===== config.mk =====
export PLATFORM = sky130hd
export DESIGN_NAME = icache_responder_flat
export DESIGN_NICKNAME = d
export VERILOG_FILES = /design/src/rtl/icache_responder_if.sv /design/src/rtl/icache_responder.sv /design/src/flat_wrapper.sv
export SDC_FILE = /design/constraint.sdc
export NUM_CORES = 2
export LEC_CHECK = 0
export CORE_MARGIN = 10
export CORE_UTILIZATION = 62
export DETAILED_ROUTE_END_ITERATION = 16
export MAX_ROUTING_LAYER = met4
export PLACE_DENSITY = 0.79
export SYNTH_ARGS = -nofsm -noshare
export SYNTH_HDL_FRONTEND = slang
export SYNTH_MEMORY_MAX_BITS = 65536
export SYNTH_SLANG_ARGS = --single-unit

===== constraint.sdc =====
create_clock -name clk -period 23.8 [get_ports clk]
set_input_delay 3.57 -clock clk [delete_from_list [all_inputs] [get_ports clk]]
set_output_delay 3.57 -clock clk [all_outputs]
set_load 0.05 [all_outputs]

===== src/rtl/icache_responder_if.sv =====
// Fetch-side and memory-side buses of the direct-mapped instruction cache.
// The cache takes the slave modport; the fetch stage and memory model take the master modport.
interface icache_responder_if;
  logic        imem_read;
  logic [31:0] imem_address;
  logic [31:0] imem_rdata;
  logic        imem_resp;
  logic        flush;
  logic        pmem_read;
  logic [31:0] pmem_address;
  logic [63:0] pmem_rdata;
  logic        pmem_resp;

  modport slave (
    input  imem_read, imem_address, flush, pmem_rdata, pmem_resp,
    output imem_rdata, imem_resp, pmem_read, pmem_address
  );

  modport master (
    output imem_read, imem_address, flush, pmem_rdata, pmem_resp,
    input  imem_rdata, imem_resp, pmem_read, pmem_address
  );
endinterface


===== src/rtl/icache_responder.sv =====
// Direct-mapped read-only instruction cache: zero-latency hits, BEATS x 64-bit line fills on a miss.
// Optional hit/miss performance counters are built when ICACHE_PERF_EN is defined.
module icache_responder #(
  parameter int NUM_SETS = 16,
  parameter int BEATS    = 4
) (
  input  logic              clk,
  input  logic              rst_n,
  icache_responder_if.slave bus
`ifdef ICACHE_PERF_EN
  ,
  output logic [31:0]       hit_count,
  output logic [31:0]       miss_count
`endif
);

  localparam int IDX_W  = $clog2(NUM_SETS);
  localparam int TAG_W  = 27 - IDX_W;
  localparam int LINE_W = BEATS * 64;
  localparam int CNT_W  = (BEATS > 1) ? $clog2(BEATS) : 1;
  localparam logic [CNT_W-1:0] LAST_BEAT = CNT_W'(BEATS - 1);

  typedef enum logic [1:0] {IDLE, FILL, UPDATE} state_t;

  state_t               r_state;
  logic [NUM_SETS-1:0]  r_valid;
  logic [TAG_W-1:0]     r_tag  [NUM_SETS];
  logic [LINE_W-1:0]    r_data [NUM_SETS];
  logic [BEATS-1:0][63:0] r_line;
  logic [CNT_W-1:0]     r_count;
  logic [IDX_W-1:0]     r_fill_index;
  logic [TAG_W-1:0]     r_fill_tag;
  logic                 r_flush_pend;
  logic                 r_pmem_read;
  logic [31:0]          r_pmem_address;

  logic [IDX_W-1:0]     w_index;
  logic [TAG_W-1:0]     w_tag;
  logic [2:0]           w_offset;
  logic [LINE_W-1:0]    w_line;
  logic                 w_hit;
  logic                 w_miss;
  logic                 w_beat;

  assign w_index  = bus.imem_address[5 +: IDX_W];
  assign w_tag    = bus.imem_address[31 -: TAG_W];
  assign w_offset = bus.imem_address[4:2];
  assign w_line   = r_data[w_index];

  assign w_hit  = (r_state == IDLE) && bus.imem_read && r_valid[w_index]
                  && (r_tag[w_index] == w_tag);
  assign w_miss = (r_state == IDLE) && bus.imem_read && !w_hit;
  assign w_beat = (r_state == FILL) && bus.pmem_resp;

  // Hits answer combinationally; the word mux forces zero when nothing is being returned.
  assign bus.imem_resp    = w_hit;
  assign bus.imem_rdata   = w_hit ? w_line[{w_offset, 5'b0} +: 32] : 32'h0;
  assign bus.pmem_read    = r_pmem_read;
  assign bus.pmem_address = r_pmem_address;

  // NOTE: sequential state uses non-blocking assignments so every register samples
  // pre-edge values; blocking here would create order-dependent races between blocks.
  always_ff @(posedge clk or negedge rst_n) begin
    if (!rst_n) begin
      r_state        <= IDLE;
      r_valid        <= '0;
      r_count        <= '0;
      r_fill_index   <= '0;
      r_fill_tag     <= '0;
      r_flush_pend   <= 1'b0;
      r_pmem_read    <= 1'b0;
      r_pmem_address <= '0;
    end else begin
      if (bus.flush) r_valid <= '0;

      case (r_state)
        IDLE: begin
          if (w_miss) begin
            r_state        <= FILL;
            r_fill_index   <= w_index;
            r_fill_tag     <= w_tag;
            r_flush_pend   <= 1'b0;
            r_pmem_read    <= 1'b1;
            r_pmem_address <= {w_tag, w_index, 5'b0};
          end
        end
        FILL: begin
          if (bus.flush) r_flush_pend <= 1'b1;
          if (bus.pmem_resp) begin
            r_count <= r_count + 1'b1;
            if (r_count == LAST_BEAT) begin
              r_pmem_read <= 1'b0;
              r_state     <= UPDATE;
            end
          end
        end
        UPDATE: begin
          // A flush seen at any point of the fill leaves the new line invalid.
          r_valid[r_fill_index] <= !(r_flush_pend || bus.flush);
          r_count               <= '0;
          r_state               <= IDLE;
        end
        default: r_state <= IDLE;
      endcase
    end
  end

  // NOTE: tag/data arrays and the beat buffer are deliberately not reset; the valid
  // bits alone decide whether their contents are ever observed.
  always_ff @(posedge clk) begin
    if (w_beat) r_line[r_count] <= bus.pmem_rdata;
    if (r_state == UPDATE) begin
      r_data[r_fill_index] <= r_line;
      r_tag[r_fill_index]  <= r_fill_tag;
    end
  end

`ifdef ICACHE_PERF_EN
  logic [31:0] r_hit_count;
  logic [31:0] r_miss_count;

  always_ff @(posedge clk or negedge rst_n) begin
    if (!rst_n) begin
      r_hit_count  <= '0;
      r_miss_count <= '0;
    end else begin
      if (w_hit && (r_hit_count != 32'hFFFF_FFFF))   r_hit_count  <= r_hit_count + 32'd1;
      if (w_miss && (r_miss_count != 32'hFFFF_FFFF)) r_miss_count <= r_miss_count + 32'd1;
    end
  end

  assign hit_count  = r_hit_count;
  assign miss_count = r_miss_count;
`endif

endmodule


===== src/flat_wrapper.sv =====
// flat-port wrapper written by rule: the top's interface ports become plain ports
module icache_responder_flat 
#(
  parameter int NUM_SETS = 16,
  parameter int BEATS    = 4
)
  (clk, rst_n, bus_imem_read, bus_imem_address, bus_flush, bus_pmem_rdata, bus_pmem_resp, bus_imem_rdata, bus_imem_resp, bus_pmem_read, bus_pmem_address);
  icache_responder_if bus_i ();
  input  logic clk;
  input  logic rst_n;
  input wire logic [$bits(bus_i.imem_read)-1:0] bus_imem_read;
  input wire logic [$bits(bus_i.imem_address)-1:0] bus_imem_address;
  input wire logic [$bits(bus_i.flush)-1:0] bus_flush;
  input wire logic [$bits(bus_i.pmem_rdata)-1:0] bus_pmem_rdata;
  input wire logic [$bits(bus_i.pmem_resp)-1:0] bus_pmem_resp;
  output wire logic [$bits(bus_i.imem_rdata)-1:0] bus_imem_rdata;
  output wire logic [$bits(bus_i.imem_resp)-1:0] bus_imem_resp;
  output wire logic [$bits(bus_i.pmem_read)-1:0] bus_pmem_read;
  output wire logic [$bits(bus_i.pmem_address)-1:0] bus_pmem_address;
  assign bus_i.imem_read = bus_imem_read;
  assign bus_i.imem_address = bus_imem_address;
  assign bus_i.flush = bus_flush;
  assign bus_i.pmem_rdata = bus_pmem_rdata;
  assign bus_i.pmem_resp = bus_pmem_resp;
  assign bus_imem_rdata = bus_i.imem_rdata;
  assign bus_imem_resp = bus_i.imem_resp;
  assign bus_pmem_read = bus_i.pmem_read;
  assign bus_pmem_address = bus_i.pmem_address;
  icache_responder #(.NUM_SETS(NUM_SETS), .BEATS(BEATS)) u_core (.clk(clk), .rst_n(rst_n), .bus(bus_i));
endmodule

==> Word level (Yosys, flattened, before mapping) <==
Memory sizes are Yosys's and may differ from the RTL's.
Index checks and enable logic that the tools add are counted.
{ "classes": {"add_sub_neg": 1, "mul": 0, "div_mod_pow": 0, "magnitude_cmp": 5, "eq_ne": 8, "n_shift": 1, "muxes": 26, "bitwise_logic": 0, "n_reduce_logical": 18} }
{ "ops": {"columns": ["op", "n"], "rows": [
  ["bitwise mux 256 bit", 1],
  ["variable part select 256 x 9 -> 32 bit", 1],
  ["demux 64 bit (select 2 bit)", 1],
  ["2-to-1 mux 64 bit", 1],
  ["2-to-1 mux 16 bit", 2],
  ["2-to-1 mux 32 bit", 1],
  ["== test 23 bit", 1],
  ["bitwise mux 16 bit", 1],
  ["less-than comparator 4 x 5 -> 1 bit (second input constant)", 2],
  ["2-to-1 mux 1 bit", 9],
  ["2-to-1 mux 2 bit", 4],
  ["case mux 2 bit (2 select lines)", 2],
  ["logical AND 1 bit", 7],
  ["!= test 2 bit (second input constant)", 3],
  ["AND reduction 3 bit", 2],
  ["binary-select mux 1 bit (select 4 bit)", 1],
  ["demux 1 bit (select 4 bit)", 1],
  ["== test 2 bit (second input constant)", 2],
  ["greater-or-equal comparator 4 x 1 -> 1 bit (second input constant)", 1],
  ["case mux 1 bit (2 select lines)", 2],
  ["AND reduction 2 bit", 2],
  ["AND reduction 4 bit", 1],
  ["nonzero test 2 bit", 2],
  ["less-than comparator 2 x 3 -> 1 bit (second input constant)", 1],
  ["7 further kinds", 8]
]} }
{ "totals": {"regBits": 332, "latch_bits": 0, "mem_bits_rw": 4464, "mem_bits_ro": 0, "out_inout_bits": 66, "n_memories": 2} }
{ "memory_table": {"columns": ["name", "words", "word_bits", "rd", "rd_ports_with_merged_regs", "write_ports", "line", "source"], "rows": [
  ["u_core.r_data", 16, 256, 1, 0, 1, "icache_responder.sv:28", "logic [LINE_W-1:0] r_data [NUM_SETS];"],
  ["u_core.r_tag", 16, 23, 1, 0, 1, "icache_responder.sv:27", "logic [TAG_W-1:0] r_tag [NUM_SETS];"]
]} }

==> Depth between registers and ports, before layout <==
{ "logic_depth": {"word_depth": 8, "ltp_mapped": 17} }

==> Least setup slack after synthesis <==
No wires, ideal clock.
{ "synth_timing": {"path_type": "reg2reg", "startpoint": "register u_core.r_fill_index[0]", "endpoint": "register u_core.r_valid[1]", "setup_ns": 0.881, "arrival_ns": 20.968, "setup_slack_ns": 1.951, "path_stages_with_launch": 4, "synth_period_minus_slack_ns": 21.849, "path_cell_list": "dfrtp_1 > or3b_2 > nor3_1 > a211oi_1"} }
{ "synth_between": {"elab_chain_len": 6, "elab_cells_between_ends": 7, "classes_between": "order compare (2); mux (4); reduce/logical (1)"} }
{ "synth_rtl": {"columns": ["item", "line", "source"], "rows": [
  ["from (decl)", "icache_responder.sv:31", "logic [IDX_W-1:0] r_fill_index;"],
  ["from (signal assigned)", "icache_responder.sv:80", "r_fill_index <= w_index;"],
  ["less-than comparator 4 x 5 -> 1 bit (not written as such) / greater-or-equal comparator 4 x 1 -> 1 bit (equally long branches)", "icache_responder.sv:99", "r_valid[r_fill_index] <= !(r_flush_pend || bus.flush);"],
  ["logical AND 1 bit (not written as such)", "icache_responder.sv:99", null],
  ["2-to-1 mux 1 bit (not written as such)", "icache_responder.sv:99", null],
  ["demux 1 bit (select 4 bit) (*)", null, null],
  ["bitwise mux 16 bit (*)", "icache_responder.sv:99", null],
  ["2-to-1 mux 16 bit (*)", "icache_responder.sv:76", "case (r_state)"],
  ["to (signal, indexed assignment)", "icache_responder.sv:99", null],
  ["to (decl)", "icache_responder.sv:26", "logic [NUM_SETS-1:0] r_valid;"]
]} }
Every way passes the cells marked *; elsewhere a longest branch is shown, timed or not.
A chain may end at the register's enable or synchronous reset.

==> Worst setup path in the final report <==
{ "layout_timing": {"startpoint": "input port bus_imem_address[5]", "endpoint": "output port bus_imem_rdata[17]"} }
{ "layout_between": {"elab_chain_len": 5, "elab_cells_between_ends": 9, "classes_between": "eq/ne (1); shift (1); mux (3); reduce/logical (2); memory (2)"} }
{ "layout_rtl": {"columns": ["item", "line", "source"], "rows": [
  ["from (decl)", "flat_wrapper.sv:12", "input wire logic [$bits(bus_i.imem_address)-1:0] bus_imem_address;"],
  ["branches (longest 4 deep; another with memory (16 x 256 bit))", null, null],
  ["2-to-1 mux 32 bit (*)", "icache_responder.sv:57", "assign bus.imem_rdata = w_hit ? w_line[{w_offset, 5'b0} +: 32] : 32'h0;"],
  ["to (decl)", "flat_wrapper.sv:16", "output wire logic [$bits(bus_i.imem_rdata)-1:0] bus_imem_rdata;"]
]} }
Every way passes the cells marked *. The select of a mux whose other input is x is not followed.

==> impl_metrics.json <==
{
  "fp.coreArea_um2": 288400,
  "power_frac_seq_pct": 54.9,
  "hold_depth": 2,
  "antenna_found_initial": 30,
  "cts_max_level": 5,
  "finalPower_mw": 18.21,
  "final_nets": 7543,
  "max_stage_delay_ps": 900,
  "cp_slowest_cell": "buf_4",
  "crit_top_cell": "buf_4",
  "worstPathArrival_ps": 11300,
  "ys_ff_latch": 4769,
  "start_util_pct": 62.38,
  "setup_viol": 0,
  "drive_gt1_share_pct": 28.83,
  "cts_resized": 0,
  "fin_cells": 11618,
  "drt_iter0_drc": 15579,
  "hold_class": "register to register",
  "final_cell_mix": "edfxtp_1, mux4_2, clkbuf_16, clkdlybuf4s50_1, buf_4",
  "drtPass1Iterations": 6,
  "dieArea_um2": 312100,
  "gr-total-overflow": 0,
  "power.internal_mw": 13.93,
  "root_buffer": "clkbuf_16",
  "clkPwrFrac_pct": 39.7,
  "ff2ff_path_depth": 7,
  "post_cts_buffers": 0,
  "rsz0062_at_grt": "false",
  "setup_slack_ps": 8928,
  "ys_async_sr_fraction_pct": 1.027,
  "num_vias": 87289,
  "finalHoldViolCount": 0,
  "synth_edf_count": 4720,
  "crit_chain": "buf_16, buf_4, buf_12, buf_4, buf_4, buf_4, mux4_2, mux4_2, mux4_2, mux2i_1, nor2_1, clkdlybuf4s50_1",
  "switchingPower_mw": 4.278,
  "synthCells": 7027,
  "worstPathMaxFanout": 103,
  "syn_to_final_growth_pct": 11.51,
  "slew_headroom_pct": 18.83,
  "cts_buffer_depth": 4,
  "dpl.hpwl_mm": 206.8,
  "power.density_nw_per_um2": 90.78,
  "drv_cap": 0,
  "port_buffers": 159,
  "start_kind": "input pin",
  "grt_max_degree": 144,
  "clkLatencyLatePin_ps": 1060,
  "layout_commonest_cell": "edfxtp_1",
  "critPathKind": "input pin to output pin",
  "dieWidth_um": 558.7,
  "finalCriticalPeriod_ps": 14870,
  "clk_pin_slew_ps": 60,
  "r2r_end": "u_core.r_data[8][241]",
  "p_comb_share_pct": 5.4,
  "cts_sinks": 4769,
  "yosys.cell_types.count": 58,
  "min_to": "u_core.r_valid[5]",
  "yosysWarnings": 0,
  "cts_made_buffers": 450,
  "swShare_pct": 23.49,
  "dp_slack_ps": 9041,
  "finalSetupTns_ps": 0,
  "cts_hold_buf": 0,
  "syn_area_per_cell_um2": 25.60,
  "gp_congestion": 0.7711,
  "grt_pass1_wl_mm": 707.4,
  "fillers": 15059,
  "worstSetupEndpointType": "output pin",
  "grt_pass1_vias": 88982,
  "ir_drop_mv": 0.1076,
  "row_count": 197,
  "wl_mm": 503.5,
  "dp.cells": 10767,
  "ff2ff_setup_slack_ps": 17750,
  "ys.flop_type": "edfxtp_1",
  "cellLeakagePower_nw": 62.12,
  "post-route-period-util_pct": 62.49,
  "drc": 0,
  "wl_per_cell_um": 43.34,
  "status": "complete, no violations",
  "finClkSkew_ps": 91.94,
  "required_ps": 20230,
  "finalMaxSlewViolations": 0,
  "ios": 167,
  "via_per_inst": 7.513,
  "r2r-start": "u_core.r_state[0]",
  "grt.total_usage_pct": 33.28,
  "dieHeight_um": 558.7,
  "ant_nets": 0,
  "cts_tree": "built",
  "max_freq_mhz": 67.24,
  "synth_seq_area_share_pct": 79.47,
  "worst_pin_slew_ps": 1218,
  "holdCritStartpoint": "u_core.r_valid[5]",
  "netlist_area_um2": 179900
}
==> Yosys cell counts (22+ instances only) <==
library cell,count,area share [%]
nor2_1,71,0.15
buf_1,59,0.12
mux2i_1,119,0.66
nand2_1,36,0.075
edfxtp_1,4720,79
clkbuf_1,134,0.28
a22oi_1,22,0.092
mux4_2,1407,18
dfrtp_1,49,0.68
mux2_2,29,0.18
buf_2,148,0.41
==> cells by family (layout without fill, tap and decap cells) <==
group	count (synthesis)	count (layout)	synth area share, %
other	1	32	0.002085
muxes	1563	1563	18.52
AOI/OAI and AO/OA	93	93	0.3791
buffers and inverters	377	1156	0.9514
adders and majority gates	4	4	0.02782
xor gates and xnor gates	22	22	0.1071
DFF	4769	4769	79.47
and+or+nand+nor	198	198	0.5390
==> worst max-delay path: cells and delay by family <==
kind          cells  cell delay [ps]
mux               4             2020
simple gates      1               80
buf+inv           7             5090
==> state kept, by name (all words and copies together) (netlist names) <==
| name | flops |
|---|---|
| u_core.r_count | 2 |
| u_core.r_flush_pend | 1 |
| u_core.r_fill_tag | 22 |
| u_core.r_line | 256 |
| u_core.r_data | 4096 |
| u_core.r_tag | 368 |
| u_core.r_valid | 16 |
| u_core.bus.pmem_address | 2 |
| u_core.r_fill_index | 3 |
| u_core.bus.pmem_read | 1 |
| u_core.r_state | 2 |
==> worst max-delay path by stage <==
stage | startpoint | endpoint | slack, ps | cells past startpoint
2_1_floorplan | u_core.r_fill_index[0] | u_core.r_valid[1] | 1950 | 3
3_5_place_dp | bus_imem_address[5] | bus_imem_rdata[17] | 9040 | 12
3_3_place_gp | bus_imem_address[5] | bus_imem_rdata[17] | 9060 | 12
4_1_cts | bus_imem_address[5] | bus_imem_rdata[17] | 8740 | 12
5_1_grt | bus_imem_address[5] | bus_imem_rdata[17] | 8340 | 12
6_report | bus_imem_address[5] | bus_imem_rdata[17] | 8930 | 12
==> cell type report <==
cell class                 instances  area, um^2  share of cell area [%]
timing repair buffer             317        3098                   1.544
clock buffer                     553       11830                   5.898
inverter                          15       63.81                 0.03181
antenna                           27       67.56                 0.03368
sequential                      4769      143000                   71.26
tap                             3781        4731                   2.358
clock inverter                   271        2484                   1.238
multi-input combinational       1885       35370                   17.63
==> per-stage QoR <==
step / util, % / hold WS [ps] / area [um^2]
2_1_floorplan: - / 480.6 / 179900
3_3_place_gp: 64.58 / 514.2 / 186200
3_5_place_dp: 64.58 / 521.9 / 186200
4_1_cts: 69.54 / 560.2 / 200500
5_1_grt: 69.56 / 617.5 / 200600
6_report: 69.56 / 552.7 / 200600
==> routing by layer <==
metal / track usage, % / part of all wire (%)
met5: - / 0
met4: 15.81 / 5.8
met3: 5.425 / 10
met2: 54.73 / 52
met1: 41.11 / 32
==> power groups by stage <==
stage          clock [mW]  combinational, mW  sequential, mW
3_3_place_gp            0              0.926            10.1
5_1_grt              7.54               1.01            10.0
6_report             7.23              0.984            9.99
2_1_floorplan           0              0.532            10.1
4_1_cts              7.27              0.983            9.98
3_5_place_dp            0              0.942            10.1
(Power assumes the default switching activity.)
